<file path="config.mk">
export PLATFORM = sky130hd
export DESIGN_NAME = usb_rx_ctrl_flat
export DESIGN_NICKNAME = d
export VERILOG_FILES = /design/src/rtl/usb_rx_pkg.sv /design/src/rtl/usb_rx_if.sv /design/src/rtl/usb_rx_wdog.sv /design/src/rtl/usb_rx_ctrl.sv /design/src/flat_wrapper.sv
export SDC_FILE = /design/constraint.sdc
export NUM_CORES = 1
export LEC_CHECK = 0
export ABC_AREA = 0
export CAP_MARGIN = 15
export CORE_MARGIN = 5
export CORE_UTILIZATION = 30
export CTS_CLUSTER_DIAMETER = 30
export DETAILED_ROUTE_END_ITERATION = 7
export PLACE_DENSITY = 0.51
export SYNTH_ARGS = -nofsm -noshare
export SYNTH_HDL_FRONTEND = slang
export SYNTH_HIERARCHICAL = 1
export SYNTH_SLANG_ARGS = --single-unit
</file>
<file path="constraint.sdc">
create_clock -name clk -period 5.1 [get_ports clk]
set_clock_uncertainty 0.1 [all_clocks]
set_input_delay 1.53 -clock clk [delete_from_list [all_inputs] [get_ports clk]]
set_output_delay 1.53 -clock clk [all_outputs]
set_load 0.05 [all_outputs]
</file>
<file path="src/rtl/usb_rx_pkg.sv">
// Shared types for the USB bulk RX control path: FSM states, error codes,
// decoder status encodings and the state-to-control decode.
package usb_rx_pkg;

    typedef enum logic [3:0] {
        ST_IDLE       = 4'd0,
        ST_SYNC       = 4'd1,
        ST_CHECK_SYNC = 4'd2,
        ST_PID        = 4'd3,
        ST_CHECK_PID  = 4'd4,
        ST_TOKEN      = 4'd5,
        ST_DATA       = 4'd6,
        ST_CHECK5     = 4'd7,
        ST_CHECK16    = 4'd8,
        ST_HSHAKE     = 4'd9,
        ST_ERROR      = 4'd10,
        ST_DONE       = 4'd11
    } state_e;

    typedef enum logic [2:0] {
        ERR_NONE      = 3'd0,
        ERR_SYNC      = 3'd1,
        ERR_PID       = 3'd2,
        ERR_CRC       = 3'd3,
        ERR_LENGTH    = 3'd4,
        ERR_OVERFLOW  = 3'd5,
        ERR_STATUS_TO = 3'd6,
        ERR_IDLE_TO   = 3'd7
    } err_e;

    localparam logic [1:0] SYNC_PENDING = 2'b00;
    localparam logic [1:0] SYNC_OK      = 2'b01;
    localparam logic [2:0] PID_PENDING  = 3'b000;
    localparam logic [2:0] PID_TOKEN    = 3'b001;
    localparam logic [2:0] PID_DATA     = 3'b010;
    localparam logic [2:0] PID_HSHAKE   = 3'b011;
    localparam logic [1:0] CRC_PENDING  = 2'b00;
    localparam logic [1:0] CRC_OK       = 2'b01;

    typedef struct packed {
        logic enable_timer;
        logic load_sync;
        logic check_sync;
        logic load_pid;
        logic check_pid;
        logic load_data;
        logic crc_check_5;
        logic crc_check_16;
        logic load_error;
        logic load_done;
        logic busy;
    } ctrl_t;

    // Two-bit sync/CRC status: any value with the upper bit set is a failure.
    function automatic logic status_bad(input logic [1:0] st);
        return st[1];
    endfunction

    function automatic logic is_check(input state_e st);
        return (st == ST_CHECK_SYNC) || (st == ST_CHECK_PID) ||
               (st == ST_CHECK5)     || (st == ST_CHECK16);
    endfunction

    function automatic ctrl_t decode_ctrl(input state_e st);
        ctrl_t c;
        c      = '0;
        c.busy = (st != ST_IDLE);
        case (st)
            ST_SYNC:       begin c.enable_timer = 1'b1; c.load_sync  = 1'b1; end
            ST_CHECK_SYNC: begin c.enable_timer = 1'b1; c.check_sync = 1'b1; end
            ST_PID:        begin c.enable_timer = 1'b1; c.load_pid   = 1'b1; end
            ST_CHECK_PID:  begin c.enable_timer = 1'b1; c.check_pid  = 1'b1; end
            ST_TOKEN:      c.enable_timer = 1'b1;
            ST_DATA:       begin c.enable_timer = 1'b1; c.load_data  = 1'b1; end
            ST_CHECK5:     c.crc_check_5  = 1'b1;
            ST_CHECK16:    c.crc_check_16 = 1'b1;
            ST_HSHAKE:     c.enable_timer = 1'b1;
            ST_ERROR:      c.load_error   = 1'b1;
            ST_DONE:       c.load_done    = 1'b1;
            default:       c.busy         = c.busy;
        endcase
        return c;
    endfunction

endpackage

</file>
<file path="src/rtl/usb_rx_if.sv">
// RX datapath <-> receive controller signal bundle. The controller uses the
// slave modport; the datapath/buffer side uses master.
interface usb_rx_if #(parameter int CNT_W = 7) ();
    logic             d_edge;
    logic             byte_complete;
    logic             eop_detected;
    logic [1:0]       sync_status;
    logic [2:0]       pid_status;
    logic [1:0]       crc_status;
    logic             buf_full;
    logic             enable_timer;
    logic             load_sync;
    logic             check_sync;
    logic             load_pid;
    logic             check_pid;
    logic             load_data;
    logic             crc_check_5;
    logic             crc_check_16;
    logic             load_error;
    logic             load_done;
    logic [2:0]       err_code;
    logic [CNT_W-1:0] byte_count;
    logic             busy;

    modport master (
        output d_edge, byte_complete, eop_detected, sync_status, pid_status,
               crc_status, buf_full,
        input  enable_timer, load_sync, check_sync, load_pid, check_pid,
               load_data, crc_check_5, crc_check_16, load_error, load_done,
               err_code, byte_count, busy
    );

    modport slave (
        input  d_edge, byte_complete, eop_detected, sync_status, pid_status,
               crc_status, buf_full,
        output enable_timer, load_sync, check_sync, load_pid, check_pid,
               load_data, crc_check_5, crc_check_16, load_error, load_done,
               err_code, byte_count, busy
    );
endinterface

</file>
<file path="src/rtl/usb_rx_wdog.sv">
// Loadable down-counter: load sets LIMIT-1, run decrements toward zero and
// expired is high once LIMIT run cycles have elapsed since the load.
module usb_rx_wdog #(
    parameter int LIMIT = 16,
    parameter int W     = $clog2(LIMIT + 1)
) (
    input  logic clk,
    input  logic rst,
    input  logic load,
    input  logic run,
    output logic expired
);
    logic [W-1:0] cnt_q;
    logic [W-1:0] cnt_d;

    // Next count: reload wins over decrement; holds at zero once expired.
    always_comb begin
        cnt_d = cnt_q;
        if (load) begin
            cnt_d = W'(LIMIT - 1);
        end else if (run && (cnt_q != '0)) begin
            cnt_d = cnt_q - W'(1);
        end else begin
            cnt_d = cnt_q;
        end
    end

    // Counter register.
    always_ff @(posedge clk) begin
        if (rst) begin
            cnt_q <= '0;
        end else begin
            cnt_q <= cnt_d;
        end
    end

    assign expired = (cnt_q == '0);
endmodule

</file>
<file path="src/rtl/usb_rx_ctrl.sv">
// USB bulk-endpoint RX control FSM with length, overflow and watchdog checks.
// Optional mid-packet bus-idle timeout: define USB_RX_IDLE_TIMEOUT_EN.
module usb_rx_ctrl
    import usb_rx_pkg::*;
#(
    parameter int MAX_DATA_BYTES = 64,
    parameter int CNT_W          = 7,
    parameter int STATUS_WAIT    = 16,
    parameter int IDLE_LIMIT     = 64
) (
    input logic    clk,
    input logic    rst,
    usb_rx_if.slave bus
);
    localparam logic [CNT_W-1:0] MAX_LEN = CNT_W'(MAX_DATA_BYTES + 2);
    localparam logic [CNT_W-1:0] TWO     = CNT_W'(2);

    state_e           state_q, state_d, nxt_s;
    logic [CNT_W-1:0] byte_count_q, byte_count_d;
    err_e             err_code_q, err_code_d, err_sel_s;
    ctrl_t            ctrl_q, ctrl_d;
    logic             err_hit_s;
    logic [CNT_W-1:0] cnt_inc_s, eff_cnt_s;
    logic             stat_load_s, stat_exp_s, stat_wdog_exp_s;
    logic             idle_to_s;

    assign cnt_inc_s = (&byte_count_q) ? byte_count_q : byte_count_q + CNT_W'(1);
    assign eff_cnt_s = bus.byte_complete ? cnt_inc_s : byte_count_q;

    assign stat_load_s = is_check(state_d) && (state_d != state_q);
    assign stat_exp_s  = stat_wdog_exp_s && is_check(state_q);

    usb_rx_wdog #(.LIMIT(STATUS_WAIT)) u_stat_wdog (
        .clk     (clk),
        .rst     (rst),
        .load    (stat_load_s),
        .run     (is_check(state_q)),
        .expired (stat_wdog_exp_s)
    );

`ifdef USB_RX_IDLE_TIMEOUT_EN
    logic idle_run_s, idle_exp_s;

    assign idle_run_s = (state_q == ST_SYNC) || (state_q == ST_PID) ||
                        (state_q == ST_TOKEN) || (state_q == ST_DATA) ||
                        (state_q == ST_HSHAKE);
    assign idle_to_s  = idle_run_s && idle_exp_s && !bus.d_edge;

    usb_rx_wdog #(.LIMIT(IDLE_LIMIT)) u_idle_wdog (
        .clk     (clk),
        .rst     (rst),
        .load    (bus.d_edge),
        .run     (idle_run_s),
        .expired (idle_exp_s)
    );
`else
    // Feature absent: tied low (the compare is constant-false for any legal limit).
    assign idle_to_s = (IDLE_LIMIT < 0);
`endif

    // Next-state, byte counter and error selection.
    always_comb begin
        nxt_s        = state_q;
        byte_count_d = byte_count_q;
        err_hit_s    = 1'b0;
        err_sel_s    = ERR_NONE;
        case (state_q)
            ST_IDLE: begin
                if (bus.d_edge) begin
                    nxt_s        = ST_SYNC;
                    byte_count_d = '0;
                end else begin
                    nxt_s = ST_IDLE;
                end
            end
            ST_SYNC: begin
                if (bus.byte_complete)     nxt_s = ST_CHECK_SYNC;
                else if (bus.eop_detected) begin err_hit_s = 1'b1; err_sel_s = ERR_SYNC; end
                else if (idle_to_s)        begin err_hit_s = 1'b1; err_sel_s = ERR_IDLE_TO; end
                else                       nxt_s = ST_SYNC;
            end
            ST_CHECK_SYNC: begin
                if (bus.sync_status == SYNC_OK)      nxt_s = ST_PID;
                else if (status_bad(bus.sync_status)) begin err_hit_s = 1'b1; err_sel_s = ERR_SYNC; end
                else if (stat_exp_s)                 begin err_hit_s = 1'b1; err_sel_s = ERR_STATUS_TO; end
                else                                 nxt_s = ST_CHECK_SYNC;
            end
            ST_PID: begin
                if (bus.byte_complete)     nxt_s = ST_CHECK_PID;
                else if (bus.eop_detected) begin err_hit_s = 1'b1; err_sel_s = ERR_PID; end
                else if (idle_to_s)        begin err_hit_s = 1'b1; err_sel_s = ERR_IDLE_TO; end
                else                       nxt_s = ST_PID;
            end
            ST_CHECK_PID: begin
                case (bus.pid_status)
                    PID_TOKEN:  nxt_s = ST_TOKEN;
                    PID_DATA:   nxt_s = ST_DATA;
                    PID_HSHAKE: nxt_s = ST_HSHAKE;
                    PID_PENDING: begin
                        if (stat_exp_s) begin err_hit_s = 1'b1; err_sel_s = ERR_STATUS_TO; end
                        else            nxt_s = ST_CHECK_PID;
                    end
                    default: begin err_hit_s = 1'b1; err_sel_s = ERR_PID; end
                endcase
            end
            ST_TOKEN: begin
                byte_count_d = eff_cnt_s;
                if (bus.eop_detected) begin
                    if (eff_cnt_s == TWO) nxt_s = ST_CHECK5;
                    else                  begin err_hit_s = 1'b1; err_sel_s = ERR_LENGTH; end
                end else if (idle_to_s) begin
                    err_hit_s = 1'b1; err_sel_s = ERR_IDLE_TO;
                end else begin
                    nxt_s = ST_TOKEN;
                end
            end
            ST_DATA: begin
                // A byte arriving with EOP is counted before the length check.
                byte_count_d = eff_cnt_s;
                if (bus.byte_complete && bus.buf_full) begin
                    err_hit_s = 1'b1; err_sel_s = ERR_OVERFLOW;
                end else if (eff_cnt_s > MAX_LEN) begin
                    err_hit_s = 1'b1; err_sel_s = ERR_LENGTH;
                end else if (bus.eop_detected) begin
                    if (eff_cnt_s >= TWO) nxt_s = ST_CHECK16;
                    else                  begin err_hit_s = 1'b1; err_sel_s = ERR_LENGTH; end
                end else if (idle_to_s) begin
                    err_hit_s = 1'b1; err_sel_s = ERR_IDLE_TO;
                end else begin
                    nxt_s = ST_DATA;
                end
            end
            ST_CHECK5, ST_CHECK16: begin
                if (bus.crc_status == CRC_OK)        nxt_s = ST_DONE;
                else if (status_bad(bus.crc_status)) begin err_hit_s = 1'b1; err_sel_s = ERR_CRC; end
                else if (stat_exp_s)                 begin err_hit_s = 1'b1; err_sel_s = ERR_STATUS_TO; end
                else                                 nxt_s = state_q;
            end
            ST_HSHAKE: begin
                if (bus.byte_complete) begin
                    err_hit_s = 1'b1; err_sel_s = ERR_LENGTH;
                end else if (bus.eop_detected) begin
                    if (byte_count_q == '0) nxt_s = ST_DONE;
                    else                    begin err_hit_s = 1'b1; err_sel_s = ERR_LENGTH; end
                end else if (idle_to_s) begin
                    err_hit_s = 1'b1; err_sel_s = ERR_IDLE_TO;
                end else begin
                    nxt_s = ST_HSHAKE;
                end
            end
            ST_ERROR: nxt_s = ST_DONE;
            ST_DONE:  nxt_s = ST_IDLE;
            default:  nxt_s = ST_IDLE;
        endcase

        state_d    = err_hit_s ? ST_ERROR : nxt_s;
        err_code_d = err_hit_s ? err_sel_s :
                     ((state_q == ST_IDLE) && bus.d_edge) ? ERR_NONE : err_code_q;
        ctrl_d     = decode_ctrl(state_d);
    end

    // State, counters and Moore outputs; outputs are the decode of the next state.
    always_ff @(posedge clk) begin
        if (rst) begin
            state_q      <= ST_IDLE;
            byte_count_q <= '0;
            err_code_q   <= ERR_NONE;
            ctrl_q       <= '0;
        end else begin
            state_q      <= state_d;
            byte_count_q <= byte_count_d;
            err_code_q   <= err_code_d;
            ctrl_q       <= ctrl_d;
        end
    end

    assign bus.enable_timer = ctrl_q.enable_timer;
    assign bus.load_sync    = ctrl_q.load_sync;
    assign bus.check_sync   = ctrl_q.check_sync;
    assign bus.load_pid     = ctrl_q.load_pid;
    assign bus.check_pid    = ctrl_q.check_pid;
    assign bus.load_data    = ctrl_q.load_data;
    assign bus.crc_check_5  = ctrl_q.crc_check_5;
    assign bus.crc_check_16 = ctrl_q.crc_check_16;
    assign bus.load_error   = ctrl_q.load_error;
    assign bus.load_done    = ctrl_q.load_done;
    assign bus.busy         = ctrl_q.busy;
    assign bus.err_code     = err_code_q;
    assign bus.byte_count   = byte_count_q;
endmodule

</file>
<file path="src/flat_wrapper.sv">
// flat-port wrapper written by rule: the top's interface ports become plain ports
module usb_rx_ctrl_flat import usb_rx_pkg::*;
#(
    parameter int MAX_DATA_BYTES = 64,
    parameter int CNT_W          = 7,
    parameter int STATUS_WAIT    = 16,
    parameter int IDLE_LIMIT     = 64
)
  (clk, rst, bus_d_edge, bus_byte_complete, bus_eop_detected, bus_sync_status, bus_pid_status, bus_crc_status, bus_buf_full, bus_enable_timer, bus_load_sync, bus_check_sync, bus_load_pid, bus_check_pid, bus_load_data, bus_crc_check_5, bus_crc_check_16, bus_load_error, bus_load_done, bus_err_code, bus_byte_count, bus_busy);
  usb_rx_if #(.CNT_W(CNT_W)) bus_i ();
  input logic clk;
  input logic rst;
  input wire logic [$bits(bus_i.d_edge)-1:0] bus_d_edge;
  input wire logic [$bits(bus_i.byte_complete)-1:0] bus_byte_complete;
  input wire logic [$bits(bus_i.eop_detected)-1:0] bus_eop_detected;
  input wire logic [$bits(bus_i.sync_status)-1:0] bus_sync_status;
  input wire logic [$bits(bus_i.pid_status)-1:0] bus_pid_status;
  input wire logic [$bits(bus_i.crc_status)-1:0] bus_crc_status;
  input wire logic [$bits(bus_i.buf_full)-1:0] bus_buf_full;
  output wire logic [$bits(bus_i.enable_timer)-1:0] bus_enable_timer;
  output wire logic [$bits(bus_i.load_sync)-1:0] bus_load_sync;
  output wire logic [$bits(bus_i.check_sync)-1:0] bus_check_sync;
  output wire logic [$bits(bus_i.load_pid)-1:0] bus_load_pid;
  output wire logic [$bits(bus_i.check_pid)-1:0] bus_check_pid;
  output wire logic [$bits(bus_i.load_data)-1:0] bus_load_data;
  output wire logic [$bits(bus_i.crc_check_5)-1:0] bus_crc_check_5;
  output wire logic [$bits(bus_i.crc_check_16)-1:0] bus_crc_check_16;
  output wire logic [$bits(bus_i.load_error)-1:0] bus_load_error;
  output wire logic [$bits(bus_i.load_done)-1:0] bus_load_done;
  output wire logic [$bits(bus_i.err_code)-1:0] bus_err_code;
  output wire logic [$bits(bus_i.byte_count)-1:0] bus_byte_count;
  output wire logic [$bits(bus_i.busy)-1:0] bus_busy;
  assign bus_i.d_edge = bus_d_edge;
  assign bus_i.byte_complete = bus_byte_complete;
  assign bus_i.eop_detected = bus_eop_detected;
  assign bus_i.sync_status = bus_sync_status;
  assign bus_i.pid_status = bus_pid_status;
  assign bus_i.crc_status = bus_crc_status;
  assign bus_i.buf_full = bus_buf_full;
  assign bus_enable_timer = bus_i.enable_timer;
  assign bus_load_sync = bus_i.load_sync;
  assign bus_check_sync = bus_i.check_sync;
  assign bus_load_pid = bus_i.load_pid;
  assign bus_check_pid = bus_i.check_pid;
  assign bus_load_data = bus_i.load_data;
  assign bus_crc_check_5 = bus_i.crc_check_5;
  assign bus_crc_check_16 = bus_i.crc_check_16;
  assign bus_load_error = bus_i.load_error;
  assign bus_load_done = bus_i.load_done;
  assign bus_err_code = bus_i.err_code;
  assign bus_byte_count = bus_i.byte_count;
  assign bus_busy = bus_i.busy;
  usb_rx_ctrl #(.MAX_DATA_BYTES(MAX_DATA_BYTES), .CNT_W(CNT_W), .STATUS_WAIT(STATUS_WAIT), .IDLE_LIMIT(IDLE_LIMIT)) u_core (.clk(clk), .rst(rst), .bus(bus_i));
endmodule
</file>
==> results of run 1 <==
==> synthesized netlist by cell type, drive strengths merged (3+ instances only) <==
master	n	share of area (%)
a21o	3	1.1
o211a	4	1.8
nand3	7	1.6
a22oi	3	1.0
a21oi	18	4.2
nand2b	4	1.1
a311oi	5	2.0
nor3	17	3.8
inv	10	1.7
or3	3	1.1
a41oi	4	1.6
buf	10	3.4
nor2b	6	1.7
a31oi	7	2.0
nor3b	3	1.0
ha	4	2.2
and2	5	1.4
nor4	7	2.2
or2	4	1.1
o21a	3	1.0
dfxtp	30	27
mux2i	3	1.3
o21ai	13	2.9
nor2	29	4.9
clkbuf	9	1.6
nand4	4	1.4
and3	4	1.2
nand2	21	3.5
==> power by group <==
group	total (mW)	switching, mW	internal (mW)	leakage [nW]
clock	0.179	0.0877	0.0914	0.0438
sequential	0.350	0.0662	0.284	0.244
combinational	0.795	0.479	0.315	0.682
==> area by class of cell <==
cell class                 instances  share of cell area (%)
sequential                        30                    22.3
multi-input combinational        223                    54.7
timing repair buffer              40                    14.2
clock inverter                     2                   0.371
inverter                          10                    1.39
tap                               99                    4.59
clock buffer                       5                    2.55
==> sequential cells by signal, summed over array words and instances, names as in the netlist <==
register and cells:
u_core/bus.busy 1, u_core/bus.byte_count 7, u_core/bus.check_pid 1, u_core/bus.check_sync 1
u_core/bus.crc_check_16 1, u_core/bus.crc_check_5 1, u_core/bus.enable_timer 1, u_core/bus.err_code 3
u_core/bus.load_data 1, u_core/bus.load_done 1, u_core/bus.load_error 1, u_core/bus.load_pid 1
u_core/bus.load_sync 1, u_core/state_q 4, u_core/u_stat_wdog/cnt_q 5
==> how the worst min path moves through the flow <==
stage | endpoint | slack (ns)
floorplan | u_core/u_stat_wdog/cnt_q[3] | 0.36
CTS | u_core/bus.err_code[2] | 0.44
finish | u_core/bus.err_code[0] | 0.43
global placement | u_core/bus.err_code[2] | 0.41
global route | u_core/bus.err_code[0] | 0.45
detailed placement | u_core/bus.err_code[2] | 0.42
==> layer usage <==
metal  share of wire [%]  vias up  GRT usage (%)
met5                   0        -              0
met4                 1.7        0           4.38
met3                 4.0        8           2.89
met2                  48       66           24.1
met1                  47     1060           17.7
li1                    -     1122              -
==> worst max-delay path, delay by kind of cell <==
| family | cells | cell delay [ns] |
|---|---|---|
| and+or+nand+nor | 3 | 0.96 |
| AOI/OAI and AO/OA | 6 | 1.25 |
| muxes | 1 | 0.25 |
| buffers and inverters | 2 | 0.64 |
==> metrics by stage <==
stage	hold slack, ns	util (%)	worst slack (ns)
floorplan	0.360	-	0.784
global placement	0.412	36.1	0.295
detailed placement	0.419	36.1	0.289
CTS	0.436	37.2	0.577
global route	0.454	37.2	0.373
finish	0.428	37.2	0.555
==> cells by family (layout without fill, tap and decap cells) <==
logic type,count (synthesis),count (layout),share of synthesized area [%]
adders and majority gates,4,4,2.25
AOI/OAI and AO/OA,84,84,28.7
buffers and inverters,29,57,6.69
xor gates and xnor gates,2,2,0.788
muxes,4,4,1.86
and+or+nand+nor,129,129,32.7
DFF,30,30,27.0
==> flow_summary.json, run 1 <==
{
  "postSynthCellCount": 282,
  "die_area_sq_mm": 0.00924,
  "grt_max_degree": 25,
  "antenna_diode_count": 0,
  "postSynthAreaPerCell_sq_um": 7.89,
  "placed_cells_incl_taps": 402,
  "numPortBuffers": 33,
  "worst_hold_path_type": "flip-flop to flip-flop",
  "number_of_enable_type_register_cells_in_the_synthesized_netlist": 0,
  "period_minus_slack_ns": 4.54,
  "status": "complete, no violations",
  "drt_first_iter_violations": 131,
  "total_routing_resource_utilization_after_global_routing_pct": 14.1,
  "reg2reg_setup_slack_ns": 1.17,
  "worst-path-max-fanout": 4,
  "cpMaxStageDelayCell": "clkdlybuf4s50_1",
  "critical_path.reg2reg.endpoint": "u_core/u_stat_wdog/cnt_q[1]",
  "nNetsFinal": 327,
  "worstMarginPinSlew_ns": 0.987,
  "layout-drive-gt1-share_pct": 11.3,
  "grt_pass1_vias": 2185,
  "gpl.final_weighted_congestion": 0.928,
  "synth.yosys.warnings": 6,
  "synth.cell_area_sq_mm": 0.00222,
  "ir_worst_vdd_v": 0.000243,
  "ant_nets": 0,
  "timing.critical_path.slowest_cell_delay_ns": 0.52,
  "timing.final.hold_violations": 0,
  "unrepaired_setup_endpoints_after_global_routing": "false",
  "r2r-start": "u_core/bus.byte_count[0]",
  "grt.overflow.total": 0,
  "total_cts_buffers": 5,
  "vias": 2256,
  "final-max-slew-violation-count": 0,
  "synth-seq-cells": 30,
  "floorplan.die.width_microns": 96.1,
  "setup-violations-final": 0,
  "layout.cells.non_filler": 409,
  "firstDrtPassIters": 5,
  "worst_path_most_repeated_cell": "and4_4",
  "async_reset_ff_share_pct": 0,
  "detailed_place.area_sq_mm": 0.00262,
  "end_kind": "flip-flop",
  "io-pin-count": 34,
  "floorplan.initialDensity_pct": 30.7,
  "fin_area_sq_mm": 0.00270,
  "wirelength_microns": 6220,
  "crit_chain": "clkdlybuf4s50_1 -> and4_4 -> o21ai_0 -> mux2i_1 -> o211a_1 -> a21oi_2 -> or4b_1 -> a41o_1 -> a211oi_2 -> inv_1 -> and4_4 -> a2111oi_4",
  "core_area_sq_mm": 0.00725,
  "timing.critical_path.arrival_ns": 4.62,
  "final_cell_mix": "33 x clkdlybuf4s50_1, 30 x dfxtp_1, 29 x nor2_1",
  "dp_hpwl_microns": 4600,
  "totalPowerFinal_mw": 1.32,
  "most_common_cell_after_layout_fill_and_taps_aside": "clkdlybuf4s50_1",
  "seq_area_sq_um": 601,
  "ctsResizeCount": 0,
  "fin_crit_sh_pct": 89.1,
  "yosys.cell_types.count": 75,
  "fin_setup_tns_ns": 0,
  "pwr_per_cell_area_mw_per_mm2": 491,
  "cts_tree": "built",
  "leakage_power_nw": 0.970,
  "routed_wire_length_per_instance_microns": 15.2,
  "worst-endpoint-required_ns": 5.17,
  "synth.yosys.seq_area_share_pct": 27.0,
  "avgViaCountPerCell": 5.52,
  "std_cell_rows": 31,
  "slew_headroom_pct": 34.0,
  "critPathLaunch": "bus_byte_complete",
  "launch_instance_of_the_worst_min_delay_path": "u_core/bus.err_code[0]",
  "numClockSinks": 30,
  "root_buffer": "clkbuf_8",
  "syn_to_final_growth_pct": 21.3,
  "maxCapViolations": 0,
  "postCtsSetupRepairBufs": 0,
  "drcViolationCount": 0,
  "die_height_microns": 96.1,
  "multi_input_area_sq_mm": 0.00148,
  "timing.critical_path.to": "u_core/u_stat_wdog/cnt_q[1]",
  "crit_type": "input port to flip-flop",
  "mappedNetlistNets": 299,
  "synth_flop_cell": "dfxtp_1",
  "max_clock_freq_mhz": 220,
  "clkTransAtPathRegs_ns": 0.07,
  "ctsHoldBuffers": 0,
  "ff2ff_path_depth": 12,
  "worstHoldPathCells": 2,
  "layout.filler_cells": 765,
  "grt_pass1_wl_microns": 10400,
  "clockBufferDepth": 2,
  "start_kind": "input port",
  "antenna_violations_before_repair": 0,
  "worstSkewPairLatency_ns": 0.28,
  "htreeDepth": 2
}
Note: power is estimated with default switching activity, not from simulation.
==> inputs of run 2 (changes only) <==
Settings changed: PLACE_DENSITY 0.51 to not set.
==> flow_summary.json, run 2 (same netlist as run 1, synthesis figures left out) <==
{
  "routed_wire_length_per_instance_microns": 14.8,
  "worst-path-max-fanout": 8,
  "dp_hpwl_microns": 4620,
  "gpl.final_weighted_congestion": 0.944,
  "dpl_worst_slack_ns": 0.195,
  "firstDrtPassIters": 4,
  "layout-drive-gt1-share_pct": 11.6,
  "worstHoldPathCells": 2,
  "worst_hold_path_type": "flip-flop to flip-flop",
  "leakage_power_nw": 0.974,
  "floorplan.initialDensity_pct": 30.7,
  "vias": 2241,
  "htreeDepth": 2,
  "avgViaCountPerCell": 5.47,
  "antenna_diode_count": 0,
  "numClockSinks": 30,
  "ff2ff_path_depth": 12,
  "clockBufferDepth": 2,
  "fin_crit_sh_pct": 91.2,
  "cts_tree": "built",
  "std_cell_rows": 31,
  "floorplan.die.width_microns": 96.1,
  "post-route-util_pct": 37.4,
  "numPortBuffers": 33,
  "unrepaired_setup_endpoints_after_global_routing": "false",
  "total_cts_buffers": 5,
  "die_area_sq_mm": 0.00924,
  "critPathLaunch": "bus_byte_complete",
  "syn_to_final_growth_pct": 22.0,
  "grt.overflow.total": 0,
  "final-max-slew-violation-count": 0,
  "largest_register_ff_count": 7,
  "fin_setup_tns_ns": 0,
  "grt_pass1_vias": 2142,
  "worstMarginPinSlew_ns": 0.902,
  "drt_first_iter_violations": 160,
  "launch_instance_of_the_worst_min_delay_path": "u_core/bus.byte_count[6]",
  "post-route-worst-setup-slack_ns": 0.448,
  "postCtsSetupRepairBufs": 0,
  "setup-violations-final": 0,
  "drcViolationCount": 0,
  "max_clock_freq_mhz": 215,
  "clkTransAtPathRegs_ns": 0.07,
  "wirelength_microns": 6090,
  "timing.final.hold_violations": 0,
  "ctsResizeCount": 0,
  "nNetsFinal": 327,
  "pwr_per_cell_area_mw_per_mm2": 495,
  "end_kind": "flip-flop",
  "core_area_sq_mm": 0.00725,
  "grt_pass1_wl_microns": 10100,
  "maxCapViolations": 0,
  "io-pin-count": 34,
  "ir_worst_vdd_v": 0.000250,
  "period_minus_slack_ns": 4.65,
  "crit_type": "input port to flip-flop",
  "most_common_cell_after_layout_fill_and_taps_aside": "clkdlybuf4s50_1",
  "reg2reg_setup_slack_ns": 1.09,
  "worst-endpoint-required_ns": 5.18,
  "slew_headroom_pct": 39.7,
  "status": "complete, no violations",
  "die_height_microns": 96.1,
  "start_kind": "input port",
  "worstSkewPairLatency_ns": 0.28,
  "root_buffer": "clkbuf_8",
  "fin_area_sq_mm": 0.00272,
  "ctsHoldBuffers": 0,
  "detailed_place.area_sq_mm": 0.00262,
  "antenna_violations_before_repair": 0,
  "final_cell_mix": "33 x clkdlybuf4s50_1, 30 x dfxtp_1, 29 x nor2_1",
  "total_routing_resource_utilization_after_global_routing_pct": 13.8,
  "r2r-start": "u_core/bus.byte_count[0]",
  "ant_nets": 0,
  "grt_max_degree": 25,
  "timing.critical_path.arrival_ns": 4.73
}
[run 2: layer usage]
metal / wire, microns / up-vias / track usage [%] / share of wire, %
li1: - / 1126 / - / -
met1: 2860 / 1037 / 17.2 / 47
met2: 2750 / 66 / 22.7 / 45
met3: 364 / 12 / 3.44 / 6.0
met4: 110 / 0 / 5.09 / 1.8
met5: 0 / - / 0 / 0
[run 2: layout make-up]
type / instances / area [sq um]
clock buffer: 6 / 82.6
inverter: 10 / 37.5
clock inverter: 2 / 12.5
multi-input combinational: 223 / 1480
timing repair buffer: 40 / 383
sequential: 30 / 601
fill: 762 / 4540
tap: 99 / 124
[run 2: per-stage QoR]
stage | hold slack, ns | std cells | power [mW]
finish | 0.424 | 410 | 1.34
global route | 0.459 | 410 | 1.45
CTS | 0.431 | 410 | 1.35
detailed placement | 0.416 | 402 | 1.15
global placement | 0.403 | 402 | 1.15
floorplan | 0.360 | 282 | 0.928
[run 2: critical path, stage by stage]
cell             delay [ns]
clkdlybuf4s50_1        0.61
or3b_1                 0.40
a21oi_1                0.15
a211o_2                0.13
o211a_1                0.19
a21oi_2                0.07
or4b_1                 0.51
a41o_1                 0.25
a211oi_2               0.34
inv_1                  0.13
and4_4                 0.17
a2111oi_4              0.25
[run 2: power breakdown]
part | switching, mW | total (mW) | leakage, nW | internal (mW)
clock | 0.0902 | 0.198 | 0.0472 | 0.108
combinational | 0.475 | 0.796 | 0.682 | 0.321
sequential | 0.0668 | 0.351 | 0.244 | 0.284
total | 0.632 | 1.34 | 0.974 | 0.713
[run 2: path summary, 6_finish.rpt]
check	end
min reg2reg	u_core/bus.byte_count[6]
max reg2reg	u_core/u_stat_wdog/cnt_q[1]
max	u_core/u_stat_wdog/cnt_q[1]
min	u_core/bus.byte_count[6]
==> inputs of run 3 (changes only) <==
Settings changed: GPL_TIMING_DRIVEN set to 0, SETUP_SLACK_MARGIN set to 0.5.
==> flow_summary.json, run 3 (same netlist as run 1, synthesis figures left out) <==
{
  "largest_register_ff_count": 7,
  "total_cts_buffers": 5,
  "routed_wire_length_per_instance_microns": 15.2,
  "start_kind": "input port",
  "dp_hpwl_microns": 4820,
  "route.top_layer_used": "met4",
  "ctsResizeCount": 0,
  "critical_path_buf_inv_count": 2,
  "unrepaired_setup_endpoints_after_global_routing": "false",
  "avgViaCountPerCell": 5.40,
  "grt.overflow.total": 0,
  "vias": 2272,
  "launch_instance_of_the_worst_min_delay_path": "u_core/bus.err_code[0]",
  "max_clock_freq_mhz": 228,
  "status": "complete, no violations",
  "leakage_power_nw": 1.04,
  "ant_nets": 0,
  "met1_length_microns": 3030,
  "worst-path-max-fanout": 6,
  "syn_to_final_growth_pct": 27.2,
  "grt_pass1_vias": 2160,
  "timing.critical_path.arrival_ns": 4.47,
  "reg2reg_setup_slack_ns": 1.17,
  "gpl.final_weighted_congestion": 0.929,
  "end_kind": "flip-flop",
  "final-max-slew-violation-count": 0,
  "drt_first_iter_violations": 146,
  "numPortBuffers": 32,
  "drcViolationCount": 0,
  "clkTransAtPathRegs_ns": 0.07,
  "setup-violations-final": 0,
  "final_cell_mix": "31 x clkdlybuf4s50_1, 30 x dfxtp_1, 29 x nor2_1",
  "worstMarginPinSlew_ns": 0.844,
  "hold-path-endpoint": "u_core/bus.err_code[0]",
  "io-pin-count": 34,
  "most_common_cell_after_layout_fill_and_taps_aside": "clkdlybuf4s50_1",
  "fin_crit_sh_pct": 86.0,
  "slew_headroom_pct": 43.3,
  "worstSkewPairLatency_ns": 0.28,
  "clockBufferDepth": 2,
  "grt_pass1_wl_microns": 10700,
  "final_hold_slack_ns": 0.429,
  "cpMaxStageDelayCell": "clkdlybuf4s50_1",
  "antenna_diode_count": 0,
  "route.met2.wl_microns": 2880,
  "fin_setup_tns_ns": 0,
  "timing.final.hold_violations": 0,
  "core_area_sq_mm": 0.00725,
  "r2r-start": "u_core/bus.byte_count[0]",
  "total_routing_resource_utilization_after_global_routing_pct": 14.6,
  "wire_length_on_met3_microns": 325,
  "layout-drive-gt1-share_pct": 13.0,
  "die_area_sq_mm": 0.00924,
  "crit_type": "input port to flip-flop",
  "ir_worst_vdd_v": 0.000240,
  "critical_path.top_delay_family": "compound AO/OA/AOI/OAI gates",
  "worst_hold_path_type": "flip-flop to flip-flop",
  "grt_max_degree": 11,
  "period_minus_slack_ns": 4.39,
  "critical_path.reg2reg.endpoint": "u_core/u_stat_wdog/cnt_q[1]",
  "pwr_per_cell_area_mw_per_mm2": 516,
  "postCtsSetupRepairBufs": 0,
  "htreeDepth": 2,
  "antenna_violations_before_repair": 0,
  "firstDrtPassIters": 5,
  "cts_tree": "built",
  "critPathLaunch": "bus_pid_status[2]",
  "numClockSinks": 30,
  "ff2ff_path_depth": 14,
  "wirelength_microns": 6390,
  "die_height_microns": 96.1,
  "std_cell_rows": 31,
  "maxCapViolations": 0,
  "worst-endpoint-required_ns": 5.19,
  "nNetsFinal": 338,
  "root_buffer": "clkbuf_8",
  "floorplan.die.width_microns": 96.1,
  "ctsHoldBuffers": 0,
  "crit_chain": "clkdlybuf4s50_1 -> nor4_2 -> and3b_1 -> a2111o_1 -> or2_2 -> a221o_1 -> a211oi_4 -> inv_1 -> and4_4 -> a2111oi_4",
  "timing.critical_path.slowest_cell_delay_ns": 0.53,
  "floorplan.initialDensity_pct": 30.7,
  "worstHoldPathCells": 2
}
[run 3: cell types whose count changed in the layout (fill, tap and decap cells not counted), moves of 2 or more]
| cell | before | now |
|---|---|---|
| buf_6 | 0 | 3 |
| buf_2 | 0 | 4 |
| clkbuf_2 | 0 | 2 |
| buf_4 | 7 | 3 |
| bufinv_16 | 0 | 2 |
| clkbuf_1 | 0 | 7 |
| clkdlybuf4s50_1 | 33 | 31 |
[run 3: cell type report]
| type | instances | area (sq um) |
|---|---|---|
| inverters | 10 | 37.5 |
| well taps | 99 | 124 |
| fillers | 765 | 4420 |
| clock buffers | 6 | 82.6 |
| plain buffers | 19 | 113 |
| flip-flops and latches | 30 | 601 |
| clock inverters | 2 | 60.1 |
| multi-input cells | 223 | 1490 |
| repair buffers | 32 | 323 |
[run 3: where the power goes]
part	total, mW	switching, mW	internal (mW)
sequential	0.308	0.0243	0.284
clock	0.300	0.0920	0.208
combinational	0.851	0.543	0.309
[run 3: worst max path at each step]
| stage | endpoint | slack, ns | cells past startpoint |
|---|---|---|---|
| after floorplan | u_core/u_stat_wdog/cnt_q[1] | 0.78 | 12 |
| after global placement | u_core/u_stat_wdog/cnt_q[1] | 0.23 | 11 |
| after detailed placement | u_core/u_stat_wdog/cnt_q[1] | 0.20 | 11 |
| after CTS | u_core/u_stat_wdog/cnt_q[1] | 0.52 | 11 |
| after global routing | u_core/u_stat_wdog/cnt_q[1] | 0.53 | 12 |
| final | u_core/u_stat_wdog/cnt_q[1] | 0.71 | 10 |
[run 3: metal layers]
layer | global-route usage [%] | vias up
li1 | - | 1143
met1 | 19.8 | 1049
met2 | 22.9 | 68
met3 | 3.05 | 12
met4 | 4.74 | 0
met5 | 0 | -
[run 3: worst register-to-register path, delay by kind of cell (launching register included)]
family | cells | cell delay [ns]
compound gates | 6 | 1.80
simple gates | 4 | 0.86
buf+inv | 3 | 0.37
fa+ha+maj | 1 | 0.36
flops | 1 | 0.35
[run 3: through the flow]
stage | total power, mW | util, % | cell area (sq um) | cells | setup slack (ns)
finish | 1.46 | 39.0 | 2830 | 421 | 0.714
global route | 1.56 | 39.0 | 2830 | 421 | 0.529
CTS | 1.44 | 38.8 | 2810 | 421 | 0.522
detailed placement | 1.13 | 36.8 | 2670 | 413 | 0.196
global placement | 1.13 | 36.8 | 2670 | 413 | 0.234
floorplan | 0.928 | - | 2220 | 282 | 0.784
